## src/rtl/hbuf_ddr3_pg_xfer.sv

```systemverilog
// Moves one page between the hbuf dpram pair and the DDR3 MIG user interface
// under a four-phase pg_req/pg_ack handshake from the hbuf controller.
//
//   state | meaning
//   IDLE  | waiting for a synchronized page request
//   WR    | dpram -> DDR3: issue write commands and stream write data
//   RD    | DDR3 -> dpram: issue read commands and collect returned beats
//   ACK   | page done, pg_ack high until the request is withdrawn
module hbuf_ddr3_pg_xfer #(
    parameter int P_PG_WORDS   = 256,
    parameter int P_ADDR_WIDTH = 28,
    parameter int P_ADDR_STEP  = 8
) (
    input  logic                            clk,
    input  logic                            rst,
    input  logic                            pg_req,
    input  logic                            pg_optype,
    input  logic [P_ADDR_WIDTH-1:0]         pg_addr,
    output logic                            pg_ack,
    output logic [$clog2(P_PG_WORDS)-1:0]   wr_dpram_rd_addr,
    input  logic [127:0]                    wr_dpram_dout,
    output logic                            rd_dpram_wren,
    output logic [$clog2(P_PG_WORDS)-1:0]   rd_dpram_addr,
    output logic [127:0]                    rd_dpram_din,
    output logic                            app_en,
    output logic [2:0]                      app_cmd,
    output logic [P_ADDR_WIDTH-1:0]         app_addr,
    input  logic                            app_rdy,
    output logic                            app_wdf_wren,
    output logic                            app_wdf_end,
    output logic [127:0]                    app_wdf_data,
    input  logic                            app_wdf_rdy,
    input  logic [127:0]                    app_rd_data,
    input  logic                            app_rd_data_valid,
    output logic                            busy,
    output logic [15:0]                     n_pg_xfer
);

    localparam int AW = $clog2(P_PG_WORDS);
    localparam int CW = AW + 1;
    localparam logic [CW-1:0]           LAST = CW'(P_PG_WORDS);
    localparam logic [P_ADDR_WIDTH-1:0] STEP = P_ADDR_WIDTH'(P_ADDR_STEP);

    typedef enum logic [1:0] {S_IDLE, S_WR, S_RD, S_ACK} state_t;

    state_t                  state_q, state_d;
    logic                    req_meta_q, req_sync_q;
    logic [P_ADDR_WIDTH-1:0] cmd_addr_q;
    logic [CW-1:0]           cmd_cnt_q, fetch_cnt_q, wdf_cnt_q, rx_cnt_q;
    logic                    rd_pend_q, hold_vld_q, skid_vld_q;
    logic [127:0]            hold_q, skid_q;
    logic                    rd_wren_q;
    logic [AW-1:0]           rd_addr_q;
    logic [127:0]            rd_din_q;
    logic [15:0]             n_xfer_q;

    logic       start, finish, cmd_fire, wdf_fire, fetch_en, rx_fire;
    logic [1:0] occ;

    always_comb begin
        state_d = state_q;
        start   = 1'b0;
        finish  = 1'b0;
        case (state_q)
            S_IDLE: if (req_sync_q) begin
                start   = 1'b1;
                state_d = pg_optype ? S_RD : S_WR;
            end
            S_WR:   if (cmd_cnt_q == LAST && wdf_cnt_q == LAST) state_d = S_ACK;
            S_RD:   if (cmd_cnt_q == LAST && rx_cnt_q == LAST)  state_d = S_ACK;
            S_ACK:  if (!req_sync_q) begin
                finish  = 1'b1;
                state_d = S_IDLE;
            end
            default: state_d = S_IDLE;
        endcase
    end

    assign app_en   = (state_q == S_WR || state_q == S_RD) && (cmd_cnt_q != LAST);
    assign app_cmd  = (state_q == S_RD) ? 3'b001 : 3'b000;
    assign app_addr = cmd_addr_q;
    assign cmd_fire = app_en & app_rdy;

    assign app_wdf_wren = hold_vld_q;
    assign app_wdf_end  = hold_vld_q;
    assign app_wdf_data = hold_q;
    assign wdf_fire     = hold_vld_q & app_wdf_rdy;

    // Words buffered next cycle (output + skid + read in flight) must stay within two.
    assign occ      = 2'(hold_vld_q) + 2'(skid_vld_q) + 2'(rd_pend_q) - 2'(wdf_fire);
    assign fetch_en = (state_q == S_WR) && (fetch_cnt_q != LAST) && (occ < 2'd2);
    assign wr_dpram_rd_addr = fetch_cnt_q[AW-1:0];

    assign rx_fire = (state_q == S_RD) && app_rd_data_valid && (rx_cnt_q != LAST);

    assign rd_dpram_wren = rd_wren_q;
    assign rd_dpram_addr = rd_addr_q;
    assign rd_dpram_din  = rd_din_q;
    assign pg_ack        = (state_q == S_ACK);
    assign busy          = (state_q != S_IDLE);
    assign n_pg_xfer     = n_xfer_q;

    always_ff @(posedge clk) begin
        if (rst) begin
            state_q     <= S_IDLE;
            req_meta_q  <= 1'b0;
            req_sync_q  <= 1'b0;
            cmd_addr_q  <= '0;
            cmd_cnt_q   <= '0;
            fetch_cnt_q <= '0;
            wdf_cnt_q   <= '0;
            rx_cnt_q    <= '0;
            rd_pend_q   <= 1'b0;
            hold_vld_q  <= 1'b0;
            skid_vld_q  <= 1'b0;
            hold_q      <= '0;
            skid_q      <= '0;
            rd_wren_q   <= 1'b0;
            rd_addr_q   <= '0;
            rd_din_q    <= '0;
            n_xfer_q    <= '0;
        end else begin
            state_q    <= state_d;
            req_meta_q <= pg_req;
            req_sync_q <= req_meta_q;

            if (state_q == S_IDLE) begin
                cmd_cnt_q   <= '0;
                fetch_cnt_q <= '0;
                wdf_cnt_q   <= '0;
                rx_cnt_q    <= '0;
                rd_pend_q   <= 1'b0;
                hold_vld_q  <= 1'b0;
                skid_vld_q  <= 1'b0;
                if (start) cmd_addr_q <= pg_addr;
            end else begin
                if (cmd_fire) begin
                    cmd_cnt_q  <= cmd_cnt_q + 1'b1;
                    cmd_addr_q <= cmd_addr_q + STEP;
                end
                if (wdf_fire) wdf_cnt_q   <= wdf_cnt_q + 1'b1;
                if (fetch_en) fetch_cnt_q <= fetch_cnt_q + 1'b1;
                if (rx_fire)  rx_cnt_q    <= rx_cnt_q + 1'b1;
                rd_pend_q <= fetch_en;

                // Output register refills from the skid first so word order is kept.
                if (!hold_vld_q || wdf_fire) begin
                    if (skid_vld_q) begin
                        hold_q     <= skid_q;
                        hold_vld_q <= 1'b1;
                        skid_vld_q <= rd_pend_q;
                        if (rd_pend_q) skid_q <= wr_dpram_dout;
                    end else if (rd_pend_q) begin
                        hold_q     <= wr_dpram_dout;
                        hold_vld_q <= 1'b1;
                    end else begin
                        hold_vld_q <= 1'b0;
                    end
                end else if (rd_pend_q) begin
                    skid_q     <= wr_dpram_dout;
                    skid_vld_q <= 1'b1;
                end
            end

            rd_wren_q <= rx_fire;
            if (rx_fire) begin
                rd_addr_q <= rx_cnt_q[AW-1:0];
                rd_din_q  <= app_rd_data;
            end
            if (finish) n_xfer_q <= n_xfer_q + 16'd1;
        end
    end

endmodule

```

## config.mk

```make
export PLATFORM = sky130hd
export DESIGN_NAME = hbuf_ddr3_pg_xfer
export DESIGN_NICKNAME = d
export VERILOG_FILES = /design/src/rtl/hbuf_ddr3_pg_xfer.sv
export SDC_FILE = /design/constraint.sdc
export NUM_CORES = 1
export LEC_CHECK = 0
export ABC_AREA = 1
export BUFFER_PORTS_ARGS = -buffer_cell sky130_fd_sc_hd__buf_4
export CAP_MARGIN = 20
export CORE_AREA = 2 2 238 240
export DETAILED_ROUTE_END_ITERATION = 12
export DIE_AREA = 0 0 240 242
export PLACE_DENSITY = 0.68
export RECOVER_POWER = 25
export SLEW_MARGIN = 30
export SYNTH_ARGS = -nofsm -noshare
export SYNTH_HDL_FRONTEND = slang
export SYNTH_SLANG_ARGS = --single-unit
```

## constraint.sdc

```tcl
create_clock -name clk -period 2.5 [get_ports clk]
set_input_delay 0.375 -clock clk [delete_from_list [all_inputs] [get_ports clk]]
set_output_delay 0.375 -clock clk [all_outputs]
set_load 0.01 [all_outputs]
```

==> impl_metrics.json, run 1 <==
{
  "p_leak_uw": 0.01030,
  "synth_ff_type": "dfxtp_1",
  "combPwrFrac": 0.206,
  "grt_max_degree": 113,
  "cts_setup_buffers": 0,
  "clkTransAtPathRegs_ns": 0.06,
  "outcome": "finished, violations left",
  "avgViaCountPerCell": 4.893,
  "drt_wl_total_mm": 67.61,
  "final_common_cell": "dfxtp_1",
  "root_buffer": "clkbuf_16",
  "grt_use_total": 0.2241,
  "grt_pass1_wl_mm": 103.7,
  "min_period_over_period": 0.9529,
  "p_switching_uw": 6388,
  "initial_utilization": 0.3708,
  "met2_usage": 0.3825,
  "htreeDepth": 2,
  "ys_seq_area_frac": 0.4650,
  "grt_use_met1": 0.2642,
  "r2r_cells": 12,
  "clock_sinks": 480,
  "cp_num_buf_inv": 4,
  "cp.required_ns": 2.12,
  "cp_max_fo": 27,
  "hold_end": "app_addr[1]$_SDFFE_PP0P_",
  "io_pins": 616,
  "async_flop_share": 0,
  "grt_overflow_total": 0,
  "portBuffers": 613,
  "power_density_mw_per_mm2": 782.1,
  "final_antenna_net_count": 0,
  "drv_slew": 113,
  "drive_above_1_share": 0.2057,
  "hold_viol": 0,
  "p_int_uw": 14680,
  "yosys.area.top_type_share": 0.4650,
  "grt_pass1_vias": 18590,
  "busiest_layer": "met2",
  "fin_skew_ns": 0.02654,
  "rsz0062_at_grt": "no",
  "hold_path_class": "input port to flip-flop",
  "final_nets": 3595,
  "synth_edf_count": 0,
  "violations": "max-capacitance violations, max-slew violations",
  "dr.pass1.iters": 5,
  "switching_share": 0.3033,
  "rr_endpoint": "fetch_cnt_q[1]$_SDFFE_PP0P_",
  "avgSynthCellArea_um2": 7.455,
  "drv_cap": 1,
  "drt_iter0_drc": 1151,
  "post-route-min-period_ns": 2.382,
  "reg2reg_setup_slack_ns": 0.26,
  "dp.cells": 3988,
  "cp_top_family": "buffers and inverters",
  "relSlewSlack": -0.08602,
  "cp.arrival_ns": 2.01,
  "p_total_uw": 21070,
  "use_met3": 0.07053,
  "final_cell_mix": "dfxtp_1, nand2_1, buf_4, o21ai_0, a21oi_1",
  "syn_inst": 2772,
  "setup_viol_count_final": 0,
  "wire_per_inst_um": 16.54,
  "hold_start": "pg_addr[1]",
  "die-area_mm2": 0.05808,
  "path_common_cell": "buf_4",
  "cts_tree": "done",
  "setup_tns_ns": 0,
  "ff_latch_area_mm2": 0.009609,
  "critPathKind": "flip-flop to output pin",
  "slowest_stage": "dfxtp_1",
  "r2r_start": "app_wdf_end$_SDFFE_PP0N_",
  "synthTopCellsByArea": "dfxtp_1, o21ai_0, a21oi_1",
  "die_h_um": 242,
  "crit_path_start_kind": "flip-flop",
  "fmax_mhz": 419.8,
  "yosysUniqueCellTypes": 40,
  "cp_cell_sequence": "inv_1 -> ha_1 -> inv_2 -> buf_4 -> buf_4",
  "instances_no_fill": 4087,
  "ys_ff_latch": 480,
  "tightest_slew_ns": 1.629,
  "core_area_mm2": 0.05573,
  "clkPwrFrac": 0.383,
  "gp_congestion": 0.8466,
  "worst_ir_drop_vdd_v": 0.0005881,
  "vias": 20000,
  "num_rows": 87,
  "dp.final_hpwl_mm": 47.69,
  "drc": 0,
  "cts-buffers-inserted": 53,
  "clkLatencyLatePin_ns": 0.60,
  "holdPathStages": 3,
  "die_w_um": 240,
  "seqPwrFrac": 0.411,
  "fillers": 5737,
  "cp-end-kind": "output pin",
  "yosys.area.top_type": "dfxtp_1",
  "multi_input_area_mm2": 0.008701,
  "crit_path_max_incr_delay_ns": 0.36,
  "clockBufferDepth": 3,
  "synthToLayoutAreaGrowth_pct": 30.33,
  "antenna_found_initial": 1,
  "syn_area_mm2": 0.02067,
  "yosysWarnings": 0
}
## logic make-up after synthesis
kind of cell / synth area share
AND/OR/NAND/NOR: 0.1638
flip-flops: 0.4650
AO/OA/AOI/OAI: 0.2375
XOR/XNOR: 0.008052
adder cells (fa/ha/maj): 0.009687
other: 0.0001815
buffers and inverters: 0.1158
## cells in the mapped netlist, types with 2 or more instances
cell type / n
nand2_2: 4
xor2_1: 9
or2_2: 3
nand4_1: 15
nand3b_1: 3
ha_1: 16
inv_2: 8
a21oi_1: 367
buf_1: 13
nor3_2: 3
a31oi_1: 3
dfxtp_1: 480
o21ai_1: 2
nor2_2: 5
nor2_1: 98
nand2_1: 454
nor3_1: 15
o21bai_1: 2
a21oi_2: 90
clkbuf_1: 82
buf_4: 33
o21ai_0: 442
buf_2: 63
buf_6: 13
clkinv_1: 2
nand3_1: 177
xnor2_1: 10
inv_1: 342
nor2_4: 4
nor3b_1: 4
## how the worst max path moves through the flow
stage                                   startpoint                           to  slack (ns)  cells past startpoint
after floorplan           app_wdf_end$_SDFFE_PP0N_  fetch_cnt_q[1]$_SDFFE_PP0P_        0.50                     12
after global placement                 app_wdf_rdy  fetch_cnt_q[1]$_SDFFE_PP0P_        0.20                     13
after detailed placement               app_wdf_rdy  fetch_cnt_q[1]$_SDFFE_PP0P_        0.12                     13
after CTS                  state_q[0]$_SDFFE_PP0P_                         busy        0.08                      5
after global routing      app_wdf_end$_SDFFE_PP0N_  fetch_cnt_q[1]$_SDFFE_PP0P_       0.009                     12
final                      state_q[0]$_SDFFE_PP0P_                         busy        0.12                      5
## power groups by stage
| stage | clock (uW) | sequential, uW | combinational (uW) |
|---|---|---|---|
| final | 8080 | 8650 | 4340 |
| after floorplan | 0 | 8970 | 2450 |
| after detailed placement | 0 | 8810 | 4610 |
| after CTS | 8240 | 8660 | 4630 |
| after global placement | 0 | 8810 | 4580 |
| after global routing | 8590 | 8720 | 4780 |
## worst reg2reg max path, stage by stage (launching register included)
cell	delay (ns)
dfxtp_1	0.40
nand2_1	0.14
inv_1	0.13
ha_1	0.25
inv_1	0.07
ha_1	0.22
a21oi_1	0.20
nor2_1	0.06
nor2_1	0.18
nand2_2	0.13
buf_4	0.18
o21ai_0	0.13
a21oi_1	0.06
## layer usage
layer	share of wire	wire length, um	vias to the layer above
li1	-	-	10050
met5	0	0	-
met2	0.48	32200	632
met3	0.088	5933	102
met4	0.032	2190	0
met1	0.40	27290	9214
## through the flow
stage | setup WS (ns) | hold slack [ns] | utilization | area (um^2)
2_1_floorplan | 0.4954 | 0.3883 | - | 20670
3_3_place_gp | 0.1952 | 0.3933 | 0.4637 | 25840
3_5_place_dp | 0.1221 | 0.3967 | 0.4642 | 25870
4_1_cts | 0.07588 | 0.002493 | 0.4968 | 27690
5_1_grt | 0.009170 | 0.03837 | 0.4833 | 26930
6_report | 0.1177 | 0.04373 | 0.4833 | 26930
## layout make-up
type                            instances  area share
Clock inverter                         19    0.008316
Clock buffer                           78     0.05867
Tap cell                              756     0.03512
Multi-Input combinational cell       1736      0.3231
Antenna cell                            1  0.00009291
Inverter                              353     0.04985
Sequential cell                       480      0.3568
Timing Repair Buffer                  664      0.1681
## state kept, by name, indices dropped and copies added (netlist names)
signal and count:
rd_pend_q 1, state_q 2, n_pg_xfer 16, req_meta_q 1, app_wdf_data 128, rd_dpram_din 128
wdf_cnt_q 9, skid_q 128, cmd_cnt_q 9, app_wdf_end 1, skid_vld_q 1, app_addr 28
rd_dpram_wren 1, rd_dpram_addr 8, fetch_cnt_q 9, req_sync_q 1, rx_cnt_q 9
## repair_timing
action                                 CTS  global route
resized for setup                        0             1
hold buffers                             1             0
setup endpoints to repair                0             3
endpoints found under the hold margin    1             0
Power figures use the tool's default switching activity.
==> inputs of run 2 (changes only) <==
==> constraint.sdc (replaced) <==
create_clock -name clk -period 2.2 [get_ports clk]
set_input_delay 0.33 -clock clk [delete_from_list [all_inputs] [get_ports clk]]
set_output_delay 0.33 -clock clk [all_outputs]
set_load 0.01 [all_outputs]
==> run 2 against run 1 <==
The run still ends with max-capacitance violations, max-slew violations left; final area is 1.5% higher; routed wire length is 0.59% lower; flip-flop and latch count stayed put; combinational power is 20% higher; total power is 13% higher; sequential power is 13% higher; sequential share of layout area is 0.54 points lower; utilization is 0.75 points higher; clock skew is 0.012 ns lower; final cell count is 1.1% higher; critical path type unchanged; critical endpoint is now app_en; highest routed layer unchanged.
==> impl_metrics.json, run 2 (same netlist as run 1, synthesis figures left out) <==
{
  "outcome": "finished, violations left",
  "violations": "max-capacitance violations, max-slew violations",
  "final_common_cell": "dfxtp_1",
  "grt_overflow_total": 0,
  "cp_cell_sequence": "inv_1 -> ha_1 -> nand2_1 -> nor2_1 -> nand2_2 -> inv_1 -> nor2_1 -> buf_4",
  "clockBufferDepth": 3,
  "slowest_stage": "dfxtp_1",
  "drive_above_1_share": 0.2014,
  "cp.arrival_ns": 1.75,
  "setup_viol_count_final": 0,
  "setup_tns_ns": 0,
  "cts_tree": "done",
  "critPathKind": "flip-flop to output pin",
  "cts-buffers-inserted": 51,
  "drt_wl_total_mm": 67.21,
  "hold_viol": 0,
  "gp_congestion": 0.8652,
  "crit_path_max_incr_delay_ns": 0.33,
  "fmax_mhz": 481.9,
  "cp_max_fo": 4,
  "ff_latch_area_mm2": 0.009609,
  "grt_use_total": 0.2219,
  "tightest_slew_ns": 1.838,
  "p_total_uw": 23760,
  "die_h_um": 242,
  "portBuffers": 613,
  "num_rows": 87,
  "fillers": 5611,
  "die-area_mm2": 0.05808,
  "grt_pass1_vias": 18560,
  "min_period_over_period": 0.9432,
  "die_w_um": 240,
  "clkLatencyLatePin_ns": 0.59,
  "cp-end-kind": "output pin",
  "synthToLayoutAreaGrowth_pct": 32.34,
  "relSlewSlack": -0.2251,
  "io_pins": 616,
  "p_leak_uw": 0.01046,
  "fin_skew_ns": 0.01435,
  "hold_path_class": "input port to flip-flop",
  "post-route-min-period_ns": 2.075,
  "use_met3": 0.06655,
  "grt_max_degree": 131,
  "drv_slew": 131,
  "antenna_found_initial": 2,
  "busiest_layer": "met2",
  "grt_pass1_wl_mm": 102.9,
  "htreeDepth": 2,
  "grt_use_met1": 0.2645,
  "multi_input_area_mm2": 0.008706,
  "final_antenna_net_count": 0,
  "cp.required_ns": 1.87,
  "power_density_mw_per_mm2": 868.6,
  "dp.final_hpwl_mm": 47.49,
  "final_cell_mix": "dfxtp_1, nand2_1, buf_4, o21ai_0, a21oi_1",
  "clock_sinks": 480,
  "drt_iter0_drc": 1149,
  "dr.pass1.iters": 5,
  "clkTransAtPathRegs_ns": 0.06,
  "initial_utilization": 0.3708,
  "avgViaCountPerCell": 4.852,
  "met2_usage": 0.3730,
  "core_area_mm2": 0.05573,
  "final_nets": 3647,
  "vias": 20060,
  "drv_cap": 1,
  "worst_ir_drop_vdd_v": 0.0007391,
  "drc": 0,
  "root_buffer": "clkbuf_16",
  "wire_per_inst_um": 16.26,
  "crit_path_start_kind": "flip-flop"
}
## run 2: layout make-up
| type | instances | share of cell area |
|---|---|---|
| antenna | 2 | 0.0001830 |
| clock buffer | 75 | 0.05439 |
| clock inverter | 14 | 0.006862 |
| inverter | 353 | 0.04909 |
| multi-input combinational | 1736 | 0.3183 |
| sequential | 480 | 0.3513 |
| tap | 756 | 0.03459 |
| timing repair buffer | 718 | 0.1852 |
## run 2: path summary, 6_finish.rpt
| kind | to | cells after the start | slack, ns | from |
|---|---|---|---|---|
| min | rd_dpram_din[126]$_SDFFE_PP0P_ | 3 | 0.03 | app_rd_data[126] |
| max | app_en | 8 | 0.12 | cmd_cnt_q[0]$_SDFFE_PP0P_ |
| min reg2reg | req_sync_q$_SDFF_PP0_ | 2 | 0.41 | req_meta_q$_SDFF_PP0_ |
| max reg2reg | fetch_cnt_q[0]$_SDFFE_PP0P_ | 12 | 0.19 | app_wdf_end$_SDFFE_PP0N_ |
## run 2: critical path, delay by kind of cell, from the launching register on
kind	cells	cell delay, ns
buffers and inverters	3	0.29
flip-flops	1	0.33
AND/OR/NAND/NOR	4	0.35
adder cells (fa/ha/maj)	1	0.20
## run 2: through the flow
| step | setup slack, ns | instances | util | instance area (um^2) | hold WS (ns) |
|---|---|---|---|---|---|
| after CTS | 0.04037 | 4132 | 0.5038 | 28080 | 0.00002504 |
| after floorplan | 0.1954 | 2773 | - | 20670 | 0.3883 |
| final | 0.1249 | 4134 | 0.4907 | 27350 | 0.03474 |
| after global placement | -0.0009464 | 3995 | 0.4650 | 25920 | 0.3980 |
| after detailed placement | 0.01624 | 3995 | 0.4650 | 25920 | 0.3968 |
| after global routing | -0.0003793 | 4134 | 0.4907 | 27350 | 0.01674 |
## run 2: repair_timing
item                                   CTS  global route
setup endpoints to repair                1             4
gates resized for setup                  2             3
buffers inserted                         1             0
hold buffers                            47             0
endpoints found under the hold margin   47             0
## run 2: routing by layer
metal  wire length, um  vias to the layer above  share of wire
li1                  -                    10160              -
met4              2681                        0          0.040
met2             31760                      608           0.47
met5                 0                        -              0
met1             27450                     9170           0.41
met3              5322                      117          0.079
## run 2: report_power, final
group	leakage [uW]	switching, uW	internal, uW
logic	0.00576	3130	2090
clock network	0.000824	3600	5130
registers	0.00388	463	9350
==> inputs of run 3 (changes only) <==
--- a/config.mk
+++ b/config.mk
@@ -6,7 +6,7 @@
 export NUM_CORES = 1
 export LEC_CHECK = 0
 export ABC_AREA = 1
-export BUFFER_PORTS_ARGS = -buffer_cell sky130_fd_sc_hd__buf_4
+export BUFFER_PORTS_ARGS = -buffer_cell sky130_fd_sc_hd__buf_2
 export CAP_MARGIN = 20
 export CORE_AREA = 2 2 238 240
 export DETAILED_ROUTE_END_ITERATION = 12
==> run 3 against run 2 <==
The run still ends with max-capacitance violations, max-slew violations left; fmax barely moved; largest power group unchanged; count of clock-buffer cells in the layout fell by 6; clock power rose by 6.3%; final cell count fell by 0.46%.
==> impl_metrics.json, run 3 (same netlist as run 1, synthesis figures left out) <==
{
  "outcome": "finished, violations left",
  "violations": "max-capacitance violations, max-slew violations",
  "portBuffers": 613,
  "drt_iter0_drc": 1161,
  "critPathKind": "flip-flop to flip-flop",
  "tightest_slew_ns": 1.863,
  "drive_above_1_share": 0.2066,
  "grt_max_degree": 130,
  "holdPathStages": 3,
  "cp.arrival_ns": 2.55,
  "crit_path_max_incr_delay_ns": 0.37,
  "avgViaCountPerCell": 4.889,
  "drv_cap": 1,
  "io_pins": 616,
  "clockBufferDepth": 3,
  "grt_pass1_wl_mm": 101.2,
  "grt_overflow_total": 0,
  "hold_viol": 0,
  "clkPwrFrac": 0.387,
  "gp_congestion": 0.8816,
  "dp.final_hpwl_mm": 46.54,
  "r2r_start": "state_q[1]$_SDFFE_PP0P_",
  "p_switching_uw": 7257,
  "clkLatencyLatePin_ns": 0.58,
  "drv_slew": 80,
  "fillers": 5769,
  "grt_use_total": 0.2172,
  "drt_wl_total_mm": 66.99,
  "grt_pass1_vias": 18220,
  "worst_ir_drop_vdd_v": 0.0006657,
  "final_cell_mix": "dfxtp_1, nand2_1, o21ai_0, buf_2, a21oi_1",
  "setup_viol_count_final": 0,
  "fmax_mhz": 481.7,
  "reg2reg_setup_slack_ns": 0.12,
  "p_leak_uw": 0.01019,
  "slowest_stage": "dfxtp_1",
  "synthToLayoutAreaGrowth_pct": 26.71,
  "relSlewSlack": -0.2420,
  "die-area_mm2": 0.05808,
  "p_int_uw": 16760,
  "rsz0062_at_grt": "no",
  "hold_start": "app_rd_data[21]",
  "hold_path_class": "input port to flip-flop",
  "root_buffer": "clkbuf_16",
  "post-route-min-period_ns": 2.076,
  "combPwrFrac": 0.204,
  "cp_max_fo": 7,
  "rr_endpoint": "n_pg_xfer[11]$_SDFFE_PP0P_",
  "die_h_um": 242,
  "hold_end": "rd_dpram_din[21]$_SDFFE_PP0P_",
  "final_common_cell": "dfxtp_1",
  "final_antenna_net_count": 0,
  "num_rows": 87,
  "fin_skew_ns": 0.01451,
  "wire_per_inst_um": 16.28,
  "cp.required_ns": 2.67,
  "die_w_um": 240,
  "vias": 20120,
  "cts_tree": "done",
  "switching_share": 0.3022,
  "r2r_cells": 9,
  "htreeDepth": 2,
  "cts-buffers-inserted": 53,
  "power_density_mw_per_mm2": 917.1,
  "initial_utilization": 0.3708,
  "clock_sinks": 480,
  "cp-end-kind": "flip-flop",
  "hold_slack_ns": 0.02715,
  "crit_path_start_kind": "flip-flop",
  "antenna_found_initial": 11,
  "drc": 0,
  "final_nets": 3625,
  "seqPwrFrac": 0.410,
  "cp_cell_sequence": "ha_1 -> inv_1 -> nor2_1 -> clkbuf_1 -> nand3_1 -> nor2_2 -> nand2_1 -> o21ai_0 -> a21oi_1",
  "setup_tns_ns": 0,
  "core_area_mm2": 0.05573,
  "clkTransAtPathRegs_ns": 0.06,
  "dr.pass1.iters": 5,
  "min_period_over_period": 0.9436
}
[run 3: cell count changes in the layout (fill, tap and decap cells not counted), moves of 2 or more]
cell,before,now
bufinv_16,4,7
diode_2,2,4
clkbuf_16,52,55
clkbuf_1,207,201
dlygate4sd3_1,47,20
clkinv_2,7,12
buf_2,0,418
clkbuf_2,0,2
clkinv_4,0,2
buf_4,452,35
[run 3: worst max path at each step]
stage                                             end  depth (start not counted)                 startpoint  slack (ns)
final                      n_pg_xfer[11]$_SDFFE_PP0P_                          9    state_q[1]$_SDFFE_PP0P_        0.12
after floorplan           fetch_cnt_q[1]$_SDFFE_PP0P_                         12   app_wdf_end$_SDFFE_PP0N_        0.20
after global placement    fetch_cnt_q[1]$_SDFFE_PP0P_                         13                app_wdf_rdy        0.03
after global routing                           app_en                          5    state_q[1]$_SDFFE_PP0P_        0.02
after detailed placement  fetch_cnt_q[1]$_SDFFE_PP0P_                         13                app_wdf_rdy        0.01
after CTS                                      app_en                          8  cmd_cnt_q[0]$_SDFFE_PP0P_        0.04
[run 3: area by class of cell]
| type | instances | area [um^2] | area share |
|---|---|---|---|
| Timing Repair Buffer | 694 | 3769 | 0.1439 |
| Clock inverter | 23 | 312.8 | 0.01195 |
| Sequential cell | 480 | 9609 | 0.3670 |
| Inverter | 353 | 1343 | 0.05127 |
| Clock buffer | 69 | 1498 | 0.05720 |
| Antenna cell | 4 | 10.01 | 0.0003823 |
| Multi-Input combinational cell | 1736 | 8698 | 0.3322 |
| Tap cell | 756 | 945.9 | 0.03612 |
[run 3: power groups by stage]
stage / sequential [uW] / combinational, uW / clock [uW]
after floorplan: 10200 / 2780 / 0
after global placement: 10000 / 4830 / 0
after detailed placement: 10000 / 4880 / 0
after CTS: 9830 / 4990 / 9490
after global routing: 9910 / 5420 / 9870
final: 9840 / 4900 / 9280
[run 3: what timing repair did]
action                                 4_1_cts  5_1_grt
setup endpoints to repair                    1       54
hold buffers                                20        0
gates resized for setup                      3        8
gates cloned                                 0        2
endpoints found under the hold margin       20        0
buffers inserted                             1        2
[run 3: worst max-delay path: cells and delay by family, from the launching register on]
| family | cells | cell delay, ns |
|---|---|---|
| AO/OA/AOI/OAI | 2 | 0.21 |
| AND/OR/NAND/NOR | 4 | 0.80 |
| buffers and inverters | 2 | 0.38 |
| adder cells (fa/ha/maj) | 1 | 0.22 |
| flip-flops | 1 | 0.37 |
[run 3: through the flow]
stage / util / area (um^2) / power (uW) / setup slack, ns / std cells
final: 0.4698 / 26190 / 24010 / 0.1240 / 4115
after global routing: 0.4697 / 26180 / 25200 / 0.01596 / 4112
after CTS: 0.4736 / 26400 / 24310 / 0.04317 / 4107
after global placement: 0.4372 / 24370 / 14830 / 0.02768 / 3994
after detailed placement: 0.4372 / 24370 / 14880 / 0.01077 / 3994
after floorplan: - / 20670 / 12980 / 0.1954 / 2773
[run 3: metal layers]
metal  vias up  wire [um]  part of all wire  global-route usage
met3       135       6202             0.093             0.07031
met5         -        144            0.0021                   0
met2       670      31430              0.47              0.3625
li1      10140          -                 -                   -
met4        20       2556             0.038             0.08440
met1      9156      26660              0.40              0.2576
